===== config.mk =====
export PLATFORM = sky130hd
export DESIGN_NAME = ga_main_ctr_flat
export DESIGN_NICKNAME = d
export VERILOG_FILES = /design/src/rtl/ga_main_ctr_if.sv /design/src/rtl/ga_main_ctr.sv /design/src/flat_wrapper.sv
export SDC_FILE = /design/constraint.sdc
export NUM_CORES = 1
export LEC_CHECK = 0
export CAP_MARGIN = 20
export CORE_MARGIN = 4
export CORE_UTILIZATION = 48
export CTS_CLUSTER_SIZE = 24
export DETAILED_ROUTE_END_ITERATION = 10
export GPL_TIMING_DRIVEN = 0
export PLACE_DENSITY = 0.76
export SYNTH_ARGS = -nofsm -noshare
export SYNTH_HDL_FRONTEND = slang
export SYNTH_SLANG_ARGS = --single-unit

===== constraint.sdc =====
create_clock -name clk -period 2.3 [get_ports clk]
set_clock_uncertainty 0.05 [all_clocks]
set_input_delay 0.46 -clock clk [delete_from_list [all_inputs] [get_ports clk]]
set_output_delay 0.46 -clock clk [all_outputs]
set_load 0.005 [all_outputs]

===== src/rtl/ga_main_ctr_if.sv =====
// Control/status bundle between the GA sequencer and its requester/datapath.
// The slave side is the sequencer; the master side drives run requests and stage done strobes.
interface ga_main_ctr_if #(
   parameter int GEN_W = 8
);
   logic             start;
   logic             abort;
   logic [GEN_W-1:0] num_gen;
   logic             fit_hit;
   logic             rd_done;
   logic             init_done;
   logic             eval_done;
   logic             sel_done;
   logic             xo_done;
   logic             mut_done;
   logic             out_ready;
   logic [3:0]       current_state;
   logic [5:0]       stage_start;
   logic [GEN_W-1:0] gen_cnt;
   logic             busy;
   logic             out_valid;
   logic             done;
   logic             err;
   logic [3:0]       err_stage;

   modport master (
      output start, abort, num_gen, fit_hit,
      output rd_done, init_done, eval_done, sel_done, xo_done, mut_done, out_ready,
      input  current_state, stage_start, gen_cnt, busy, out_valid, done, err, err_stage
   );

   modport slave (
      input  start, abort, num_gen, fit_hit,
      input  rd_done, init_done, eval_done, sel_done, xo_done, mut_done, out_ready,
      output current_state, stage_start, gen_cnt, busy, out_valid, done, err, err_stage
   );
endinterface


===== src/rtl/ga_main_ctr.sv =====
// Generation-loop sequencer: read, init, then eval/select/xover/mutate until budget or fitness hit,
// with one-cycle stage start pulses, per-stage watchdog and a valid/ready result handoff.
module ga_main_ctr #(
   parameter int              GEN_W   = 8,
   parameter int              TO_W    = 16,
   parameter logic [TO_W-1:0] TIMEOUT = 16'd50000
) (
   input logic          clk,
   input logic          rst,
   ga_main_ctr_if.slave bus
);
   localparam logic [3:0] ST_IDLE = 4'd0;
   localparam logic [3:0] ST_RD   = 4'd1;
   localparam logic [3:0] ST_INIT = 4'd2;
   localparam logic [3:0] ST_EVAL = 4'd3;
   localparam logic [3:0] ST_SEL  = 4'd4;
   localparam logic [3:0] ST_XO   = 4'd5;
   localparam logic [3:0] ST_MUT  = 4'd6;
   localparam logic [3:0] ST_OUT  = 4'd7;
   localparam logic [3:0] ST_ERR  = 4'd8;

   // Watchdog fires in the TIMEOUT-th cycle of a stage, so a stage may live TIMEOUT cycles.
   localparam logic [TO_W-1:0] WD_LAST = TIMEOUT - 1'b1;
   localparam bit              WD_EN   = (TIMEOUT != '0);

   logic [3:0]       state_reg, state_next;
   logic [5:0]       stage_start_reg, stage_start_next;
   logic [GEN_W-1:0] gen_cnt_reg, gen_cnt_next;
   logic [GEN_W-1:0] num_gen_q_reg, num_gen_q_next;
   logic [TO_W-1:0]  wd_reg, wd_next;
   logic             busy_reg, out_valid_reg, done_reg, err_reg;
   logic [3:0]       err_stage_reg;
   logic             in_stage, stage_done, done_ok, wd_fire, state_chg;
   logic [3:0]       stage_tgt;

   always_comb begin
      stage_done = 1'b0;
      stage_tgt  = ST_IDLE;
      in_stage   = 1'b1;
      case (state_reg)
         ST_RD:   begin stage_done = bus.rd_done;   stage_tgt = ST_INIT; end
         ST_INIT: begin stage_done = bus.init_done; stage_tgt = ST_EVAL; end
         ST_EVAL: begin
            stage_done = bus.eval_done;
            stage_tgt  = (bus.fit_hit || (gen_cnt_reg == num_gen_q_reg)) ? ST_OUT : ST_SEL;
         end
         ST_SEL:  begin stage_done = bus.sel_done;  stage_tgt = ST_XO;   end
         ST_XO:   begin stage_done = bus.xo_done;   stage_tgt = ST_MUT;  end
         ST_MUT:  begin stage_done = bus.mut_done;  stage_tgt = ST_EVAL; end
         default: in_stage = 1'b0;
      endcase
   end

   // A strobe coinciding with the start pulse belongs to a previous operation and is dropped.
   assign done_ok = stage_done && (stage_start_reg == '0);
   assign wd_fire = WD_EN && (wd_reg == WD_LAST);

   always_comb begin
      state_next = state_reg;
      case (state_reg)
         ST_IDLE: if (bus.start) state_next = ST_RD;
         ST_OUT:  if (out_valid_reg && bus.out_ready) state_next = ST_IDLE;
         ST_ERR:  state_next = ST_ERR;
         default: begin
            if (in_stage) begin
               if (done_ok)      state_next = stage_tgt;
               else if (wd_fire) state_next = ST_ERR;
            end else begin
               state_next = ST_IDLE;
            end
         end
      endcase
      if (bus.abort) state_next = ST_IDLE;
   end

   assign state_chg = (state_next != state_reg);

   always_comb begin
      gen_cnt_next = gen_cnt_reg;
      if (state_chg && (state_next == ST_INIT))
         gen_cnt_next = '0;
      else if ((state_reg == ST_MUT) && (state_next == ST_EVAL) && (gen_cnt_reg != '1))
         gen_cnt_next = gen_cnt_reg + 1'b1;

      num_gen_q_next = ((state_reg == ST_IDLE) && (state_next == ST_RD)) ? bus.num_gen : num_gen_q_reg;

      wd_next = wd_reg;
      if (state_chg)
         wd_next = '0;
      else if (in_stage && (wd_reg != '1))
         wd_next = wd_reg + 1'b1;
   end

   for (genvar gi = 0; gi < 6; gi++) begin : g_pulse
      assign stage_start_next[gi] = state_chg && (state_next == 4'(gi + 1));
   end

   always_ff @(posedge clk or negedge rst) begin
      if (!rst) begin
         state_reg       <= ST_IDLE;
         stage_start_reg <= '0;
         gen_cnt_reg     <= '0;
         num_gen_q_reg   <= '0;
         wd_reg          <= '0;
         busy_reg        <= 1'b0;
         out_valid_reg   <= 1'b0;
         done_reg        <= 1'b0;
         err_reg         <= 1'b0;
         err_stage_reg   <= '0;
      end else begin
         state_reg       <= state_next;
         stage_start_reg <= stage_start_next;
         gen_cnt_reg     <= gen_cnt_next;
         num_gen_q_reg   <= num_gen_q_next;
         wd_reg          <= wd_next;
         busy_reg        <= (state_next != ST_IDLE) && (state_next != ST_ERR);
         out_valid_reg   <= (state_next == ST_OUT);
         done_reg        <= (state_reg == ST_OUT) && (state_next == ST_IDLE) && !bus.abort;
         err_reg         <= (state_next == ST_ERR);
         if (state_chg)
            err_stage_reg <= (state_next == ST_ERR) ? state_reg : 4'd0;
      end
   end

   assign bus.current_state = state_reg;
   assign bus.stage_start   = stage_start_reg;
   assign bus.gen_cnt       = gen_cnt_reg;
   assign bus.busy          = busy_reg;
   assign bus.out_valid     = out_valid_reg;
   assign bus.done          = done_reg;
   assign bus.err           = err_reg;
   assign bus.err_stage     = err_stage_reg;
endmodule


===== src/flat_wrapper.sv =====
// flat-port wrapper written by rule: the top's interface ports become plain ports
module ga_main_ctr_flat 
#(
   parameter int              GEN_W   = 8,
   parameter int              TO_W    = 16,
   parameter logic [TO_W-1:0] TIMEOUT = 16'd50000
)
  (clk, rst, bus_start, bus_abort, bus_num_gen, bus_fit_hit, bus_rd_done, bus_init_done, bus_eval_done, bus_sel_done, bus_xo_done, bus_mut_done, bus_out_ready, bus_current_state, bus_stage_start, bus_gen_cnt, bus_busy, bus_out_valid, bus_done, bus_err, bus_err_stage);
  ga_main_ctr_if #(.GEN_W(GEN_W)) bus_i ();
  input logic clk;
  input logic rst;
  input wire logic [$bits(bus_i.start)-1:0] bus_start;
  input wire logic [$bits(bus_i.abort)-1:0] bus_abort;
  input wire logic [$bits(bus_i.num_gen)-1:0] bus_num_gen;
  input wire logic [$bits(bus_i.fit_hit)-1:0] bus_fit_hit;
  input wire logic [$bits(bus_i.rd_done)-1:0] bus_rd_done;
  input wire logic [$bits(bus_i.init_done)-1:0] bus_init_done;
  input wire logic [$bits(bus_i.eval_done)-1:0] bus_eval_done;
  input wire logic [$bits(bus_i.sel_done)-1:0] bus_sel_done;
  input wire logic [$bits(bus_i.xo_done)-1:0] bus_xo_done;
  input wire logic [$bits(bus_i.mut_done)-1:0] bus_mut_done;
  input wire logic [$bits(bus_i.out_ready)-1:0] bus_out_ready;
  output wire logic [$bits(bus_i.current_state)-1:0] bus_current_state;
  output wire logic [$bits(bus_i.stage_start)-1:0] bus_stage_start;
  output wire logic [$bits(bus_i.gen_cnt)-1:0] bus_gen_cnt;
  output wire logic [$bits(bus_i.busy)-1:0] bus_busy;
  output wire logic [$bits(bus_i.out_valid)-1:0] bus_out_valid;
  output wire logic [$bits(bus_i.done)-1:0] bus_done;
  output wire logic [$bits(bus_i.err)-1:0] bus_err;
  output wire logic [$bits(bus_i.err_stage)-1:0] bus_err_stage;
  assign bus_i.start = bus_start;
  assign bus_i.abort = bus_abort;
  assign bus_i.num_gen = bus_num_gen;
  assign bus_i.fit_hit = bus_fit_hit;
  assign bus_i.rd_done = bus_rd_done;
  assign bus_i.init_done = bus_init_done;
  assign bus_i.eval_done = bus_eval_done;
  assign bus_i.sel_done = bus_sel_done;
  assign bus_i.xo_done = bus_xo_done;
  assign bus_i.mut_done = bus_mut_done;
  assign bus_i.out_ready = bus_out_ready;
  assign bus_current_state = bus_i.current_state;
  assign bus_stage_start = bus_i.stage_start;
  assign bus_gen_cnt = bus_i.gen_cnt;
  assign bus_busy = bus_i.busy;
  assign bus_out_valid = bus_i.out_valid;
  assign bus_done = bus_i.done;
  assign bus_err = bus_i.err;
  assign bus_err_stage = bus_i.err_stage;
  ga_main_ctr #(.GEN_W(GEN_W), .TO_W(TO_W), .TIMEOUT(TIMEOUT)) u_core (.clk(clk), .rst(rst), .bus(bus_i));
endmodule

Word-level counts from Yosys, hierarchy flattened. Cells that the tools add are included.

Output and inout bits: 26. Word-level logic and storage cells: 75. Register bits after elaboration: 50. Bits of input ports: 20.

Reductions and logical operators: 25. $add $sub $neg: 2. Multiplexer cells: 16. Equal/unequal tests: 22.

Operators with widths (count): == test 4 x 3 -> 1 bit, second input constant (8); 2-to-1 mux 16 bit (2); 2-to-1 mux 4 bit (7); case mux 4 bit (5 select lines) (1); adder 16 x 1 -> 16 bit, second input constant (1); == test 16 bit, second input constant (1); == test 4 x 2 -> 1 bit, second input constant (4); 2-to-1 mux 8 bit (2); inequality test 16 bit, second input constant (1); logical AND 1 bit (15); case mux 4 bit (3 select lines) (1); adder 8 x 1 -> 8 bit, second input constant (1); == test 4 x 1 -> 1 bit, second input constant (2); == test 4 bit, second input constant (2); == test 8 bit (1); logical NOT 4 bit (2); inequality test 8 bit, second input constant (1); logical NOT 6 bit (1); case mux 1 bit (6 select lines) (1); OR reduction 6 bit (1); inequality test 4 bit (1); inequality test 4 bit, second input constant (1); nonzero test 2 bit (2); nonzero test 4 bit (1); 5 further kinds (5).

Logic depth before layout (Yosys ltp).
Depth after elaboration: 13. Gate-level depth with buffers: 10. Depth with buffers taken out: 9.

Worst setup path before layout. No wires, ideal clock.

Path type: register to register. Start: register u_core.state_reg[1] (netlist: u_core.bus.current_state[1]). End: register u_core.wd_reg[12]. Cell stages (with the launch flop): 10. Path slack: -251 ps. Required time: 2131 ps. Setup time: 119 ps. Path buffers: 2. Arrival time: 2382 ps. Clock period less this slack: 2551 ps. Cell sequence: dfrtp_1 -> buf_4 -> or3_4 -> o32ai_4 -> o21a_4 -> o22ai_4 -> a211oi_4 -> mux2i_2 -> buf_4 -> nor2_1.

Word-level cells in the longest chain between the ends: 9. Elaborated cells between the ends (all ways): 26. Those cells by class: eq/ne: 9; mux: 11; reduce/logical: 6.

RTL lines: start: declaration (line ga_main_ctr.sv:26) `logic [3:0] state_reg, state_next;`; start signal: assignment (line ga_main_ctr.sv:111) `state_reg <= state_next;`; == test 4 x 2 -> 1 bit (tied with other cells) (line ga_main_ctr.sv:40) `case (state_reg)`; OR reduction 2 bit (no source line) / case mux 1 bit (6 select lines) (equally long branches); case mux 4 bit (5 select lines) / logical AND 1 bit (equally long branches) (line ga_main_ctr.sv:40, ga_main_ctr.sv:55); 2-to-1 mux 4 bit (line ga_main_ctr.sv:66) `if (done_ok) state_next = stage_tgt;`; 2-to-1 mux 4 bit (line ga_main_ctr.sv:65) `if (in_stage) begin`; case mux 4 bit (3 select lines) (*) (line ga_main_ctr.sv:60) `case (state_reg)`; 2-to-1 mux 4 bit (*) (line ga_main_ctr.sv:73) `if (bus.abort) state_next = ST_IDLE;`; via u_core.state_next[0] (line ga_main_ctr.sv:26); inequality test 4 bit (*) (line ga_main_ctr.sv:76) `assign state_chg = (state_next != state_reg);`; 2-to-1 mux 16 bit / nonzero test 2 bit (equally long branches); end signal: assignment (line ga_main_ctr.sv:115) `wd_reg <= wd_next;`; end: declaration (line ga_main_ctr.sv:30) `logic [TO_W-1:0] wd_reg, wd_next;`.

Mark *: on every way through the listed nets, which the timed path passes. The rest lies on a longest branch. A chain may end at the register's enable or synchronous reset.

Worst setup path in the final report.
Start: register u_core.state_reg[3] (netlist: u_core.bus.current_state[3]). End: register u_core.gen_cnt_reg[0] (netlist: u_core.bus.gen_cnt[0]).

Elaborated cells between the ends (all ways): 30. Those cells by class: eq/ne: 11; mux: 11; reduce/logical: 8.

RTL lines: == test 4 x 2 -> 1 bit (tied with other cells) (line ga_main_ctr.sv:40); OR reduction 2 bit (no source line) / case mux 1 bit (6 select lines) (equally long branches); case mux 4 bit (5 select lines) / logical AND 1 bit (equally long branches) (line ga_main_ctr.sv:40, ga_main_ctr.sv:55); 2-to-1 mux 4 bit (line ga_main_ctr.sv:66); 2-to-1 mux 4 bit (line ga_main_ctr.sv:65); case mux 4 bit (3 select lines) (*) (line ga_main_ctr.sv:60); 2-to-1 mux 4 bit (*) (line ga_main_ctr.sv:73); via u_core.state_next[1] (line ga_main_ctr.sv:26); inequality test 4 bit / == test 4 x 2 -> 1 bit (equally long branches); logical AND 1 bit (*); via u_core.stage_start_next[1] (line ga_main_ctr.sv:27) `logic [5:0] stage_start_reg, stage_start_next;`; 2-to-1 mux 8 bit / nonzero test 2 bit (equally long branches); end signal: assignment (line ga_main_ctr.sv:113) `gen_cnt_reg <= gen_cnt_next;`; end: declaration (line ga_main_ctr.sv:28) `logic [GEN_W-1:0] gen_cnt_reg, gen_cnt_next;`.

Marked as above.

==> run summary <==
Clk Latency, worst-skew pair -> 0.30 ns
Fmax -> 363 MHz
Post-Syn Area -> 2800 sq um
Crit path max-delay family -> simple AND/OR/NAND/NOR gates
Crit start category -> flip-flop
Clock Pin Slew Worst Setup and Hold Paths -> 0.09 ns
Hold Slack -> 0.0507 ns
Share of the synthesized area in the top cell type -> 44.7%
First-pass GRT wire length -> 11.9 mm
CTS root buffer -> clkbuf_8
Mapped Nets -> 308
Syn Inst Count -> 286
FF+latch count, synth -> 50
Number of global-route vias before repair -> 2408
Crit path max fanout -> 6
Async set-or-reset flop fraction in the synthesized netlist -> 100%
Clock Path Buffers -> 2
Die area -> 7120 sq um
Final wirelength -> 7.83 mm
Initial antenna violation count -> 0
Yosys warns -> 0
Crit end category -> flip-flop
Post-synth EDFFs -> 0
Pwr Total -> 3.31 mW
CTS sink cnt -> 50
Placed Cells -> 404
CTS Hold Bufs -> 0
CP max-delay cell -> or3_4
Avg Cell Area, Syn -> 9.79 sq um
PD cells -> 824 nW/um^2
Fin nets -> 404
Via-to-Cell Ratio -> 5.69
Sequential share of the synthesized area -> 44.7%
Htree depth -> 2
DRC violations left -> 0
Worst EP required -> 2.44 ns
Status -> complete, but fails checks
TritonCTS Buffers -> 5
Initial Util -> 50.2%
Layout cells sized above 1 -> 29.1%
Flop-to-flop setup slack -> -0.45 ns
Critical path arrival -> 2.90 ns
ANT cells -> 0
Slew headroom -> 65.7%
Max reg flops -> 16
Die Y -> 84.4 um
HP Class -> in -> async
Final Hold Fails -> 0
# rows -> 27
RSZ-0062 raised after global routing -> true
Cells along the critical path -> buf_6 > or3_4 > o32ai_4 > o21a_4 > buf_4 > nor2_1 > a311oi_4 > nor4b_4 > buf_2 > nor2_1
Yosys cell types -> 63
Synth area leader -> dfrtp_1
RePlAce Congestion -> 0.893
Number of top-level pins -> 46
Final worst-path cycle share -> 120%
Width of the chip -> 84.4 um
Largest net degree at the start of global routing -> 33
Min Tclk post-route -> 2.75 ns
GRT Overall Usage -> 20.6%
Slew Viols, Final -> 0
Post-Layout Cell Count -> 454
Worst-Margin Slew -> 0.508 ns
Synth-to-Final Area Change -> 43.6%
Initial DRC Count -> 196
Crit path buf inv count -> 3
Setup Crit Path Kind -> reg -> reg
Core ar. -> 5570 sq um
Wire per inst -> 17.2 um
Most used DFF post-synth -> dfrtp_1
Via count -> 2581
Post-route ant nets -> 0
Leak -> 1.71 nW
Max Cap Viol -> 0
PortBufs -> 45
CTS tree -> built
Final number of setup-violating endpoints -> 36
Min setup slack post-route -> -0.453 ns
Cell mode on critical path -> nor2_1
Synth area leaders -> dfrtp_1 45%, nand2_1 5.6%, xor2_1 4.7%
Hpwl dp -> 4.83 mm
Worst VDD drop -> 0.423 mV
Remaining global-route overflow -> 0
Drt pass-1 iters -> 4
Failing checks -> setup timing
Max incr delay on CP -> 0.41 ns
[worst paths after layout]
| path | from | endpoint | cells past startpoint |
|---|---|---|---|
| max | u_core.bus.current_state[3]$_DFF_PN0_ | u_core.bus.gen_cnt[0]$_DFFE_PN0P_ | 10 |
| min | rst | u_core.wd_reg[12]$_DFFE_PN0P_ | 1 |
| max reg2reg | u_core.bus.current_state[3]$_DFF_PN0_ | u_core.bus.gen_cnt[0]$_DFFE_PN0P_ | 10 |
| min reg2reg | u_core.bus.err_stage[3]$_DFFE_PN0N_ | u_core.bus.err_stage[3]$_DFFE_PN0N_ | 2 |
| max in group asynchronous | rst | u_core.bus.current_state[0]$_DFF_PN0_ | 2 |
| min in group clk | u_core.bus.err_stage[3]$_DFFE_PN0N_ | u_core.bus.err_stage[3]$_DFFE_PN0N_ | 2 |
[per-stage QoR]
| step | setup TNS, ns | setup WS [ns] | cell area (sq um) | util [%] |
|---|---|---|---|---|
| global placement | -62.37 | -0.823 | 3360 | 60.3 |
| finish | -14.33 | -0.453 | 4020 | 72.1 |
| CTS | -8.94 | -0.295 | 3690 | 66.3 |
| global route | -17.22 | -0.530 | 4020 | 72.1 |
| detailed placement | -27.73 | -0.841 | 3380 | 60.6 |
| floorplan | -5.52 | -0.196 | 2820 | - |
[cells in the mapped netlist, drive strengths merged, types with 5 or more instances]
library cell and count:
nand3 9, nor4 5, nor3 5, nor2 33, or3 7, xor2 15
buf 7, xnor2 10, nand2 42, inv 11, o21ai 17, dfrtp 50
a21oi 8
[layer usage]
layer	vias up	track usage [%]	share of wire (%)
met5	-	0	0
met4	0	6.91	3.5
li1	1204	-	-
met1	1246	27.2	41
met3	28	3.83	5.5
met2	103	34.4	50
[repair_timing]
item / in CTS / in global routing
setup buffers: 19 / 21
resized for setup: 21 / 39
gates cloned: 0 / 3
setup endpoints to repair: 36 / 37
pin swaps: 18 / 14
[layout make-up]
type	count	area, sq um
tap	72	90.1
sequential	50	1260
fill	391	1550
multi-input combinational	214	1630
buffer	10	93.8
timing repair buffer	89	833
clock buffer	7	76.3
inverter	12	45.0
[layout by cell type, fill, tap and decap left out, types with 3 or more instances in the layout]
cell,synthesis,final
a211oi_4,1,3
a21oi_1,7,7
and4_1,4,4
and4b_1,3,3
buf_12,0,3
buf_2,2,4
buf_4,3,32
buf_6,2,12
clkbuf_1,3,5
clkbuf_8,0,5
clkdlybuf4s50_1,0,42
dfrtp_1,50,46
dfrtp_2,0,4
inv_1,9,9
nand2_1,42,41
nand3_1,9,9
nand4_1,4,4
nor2_1,33,27
nor2_2,0,5
nor3b_2,0,4
nor4_1,4,3
o211ai_1,3,3
o21ai_0,12,6
o21ai_1,4,4
o21ai_2,1,6
or3_1,6,6
xnor2_1,10,10
xor2_1,15,15
[power breakdown]
part | internal [mW] | leakage (nW) | total, mW | switching, mW
Clock | 0.210 | 0.0383 | 0.480 | 0.270
Combinational | 0.872 | 0.995 | 1.75 | 0.880
Sequential | 0.988 | 0.674 | 1.08 | 0.0929
Total | 2.07 | 1.71 | 3.31 | 1.24
[logic make-up (layout without fill, tap and decap cells)]
kind of cell / after synthesis / count (layout) / share of synthesized area, %
DFF: 50 / 50 / 44.7
adders and majority gates: 2 / 2 / 0.894
muxes: 4 / 4 / 1.61
buffers and inverters: 22 / 118 / 3.98
AOI/OAI and AO/OA: 51 / 51 / 15.1
and+or+nand+nor: 132 / 132 / 25.9
xor gates and xnor gates: 25 / 25 / 7.82
No activity file was read; power rests on OpenSTA's default activity.
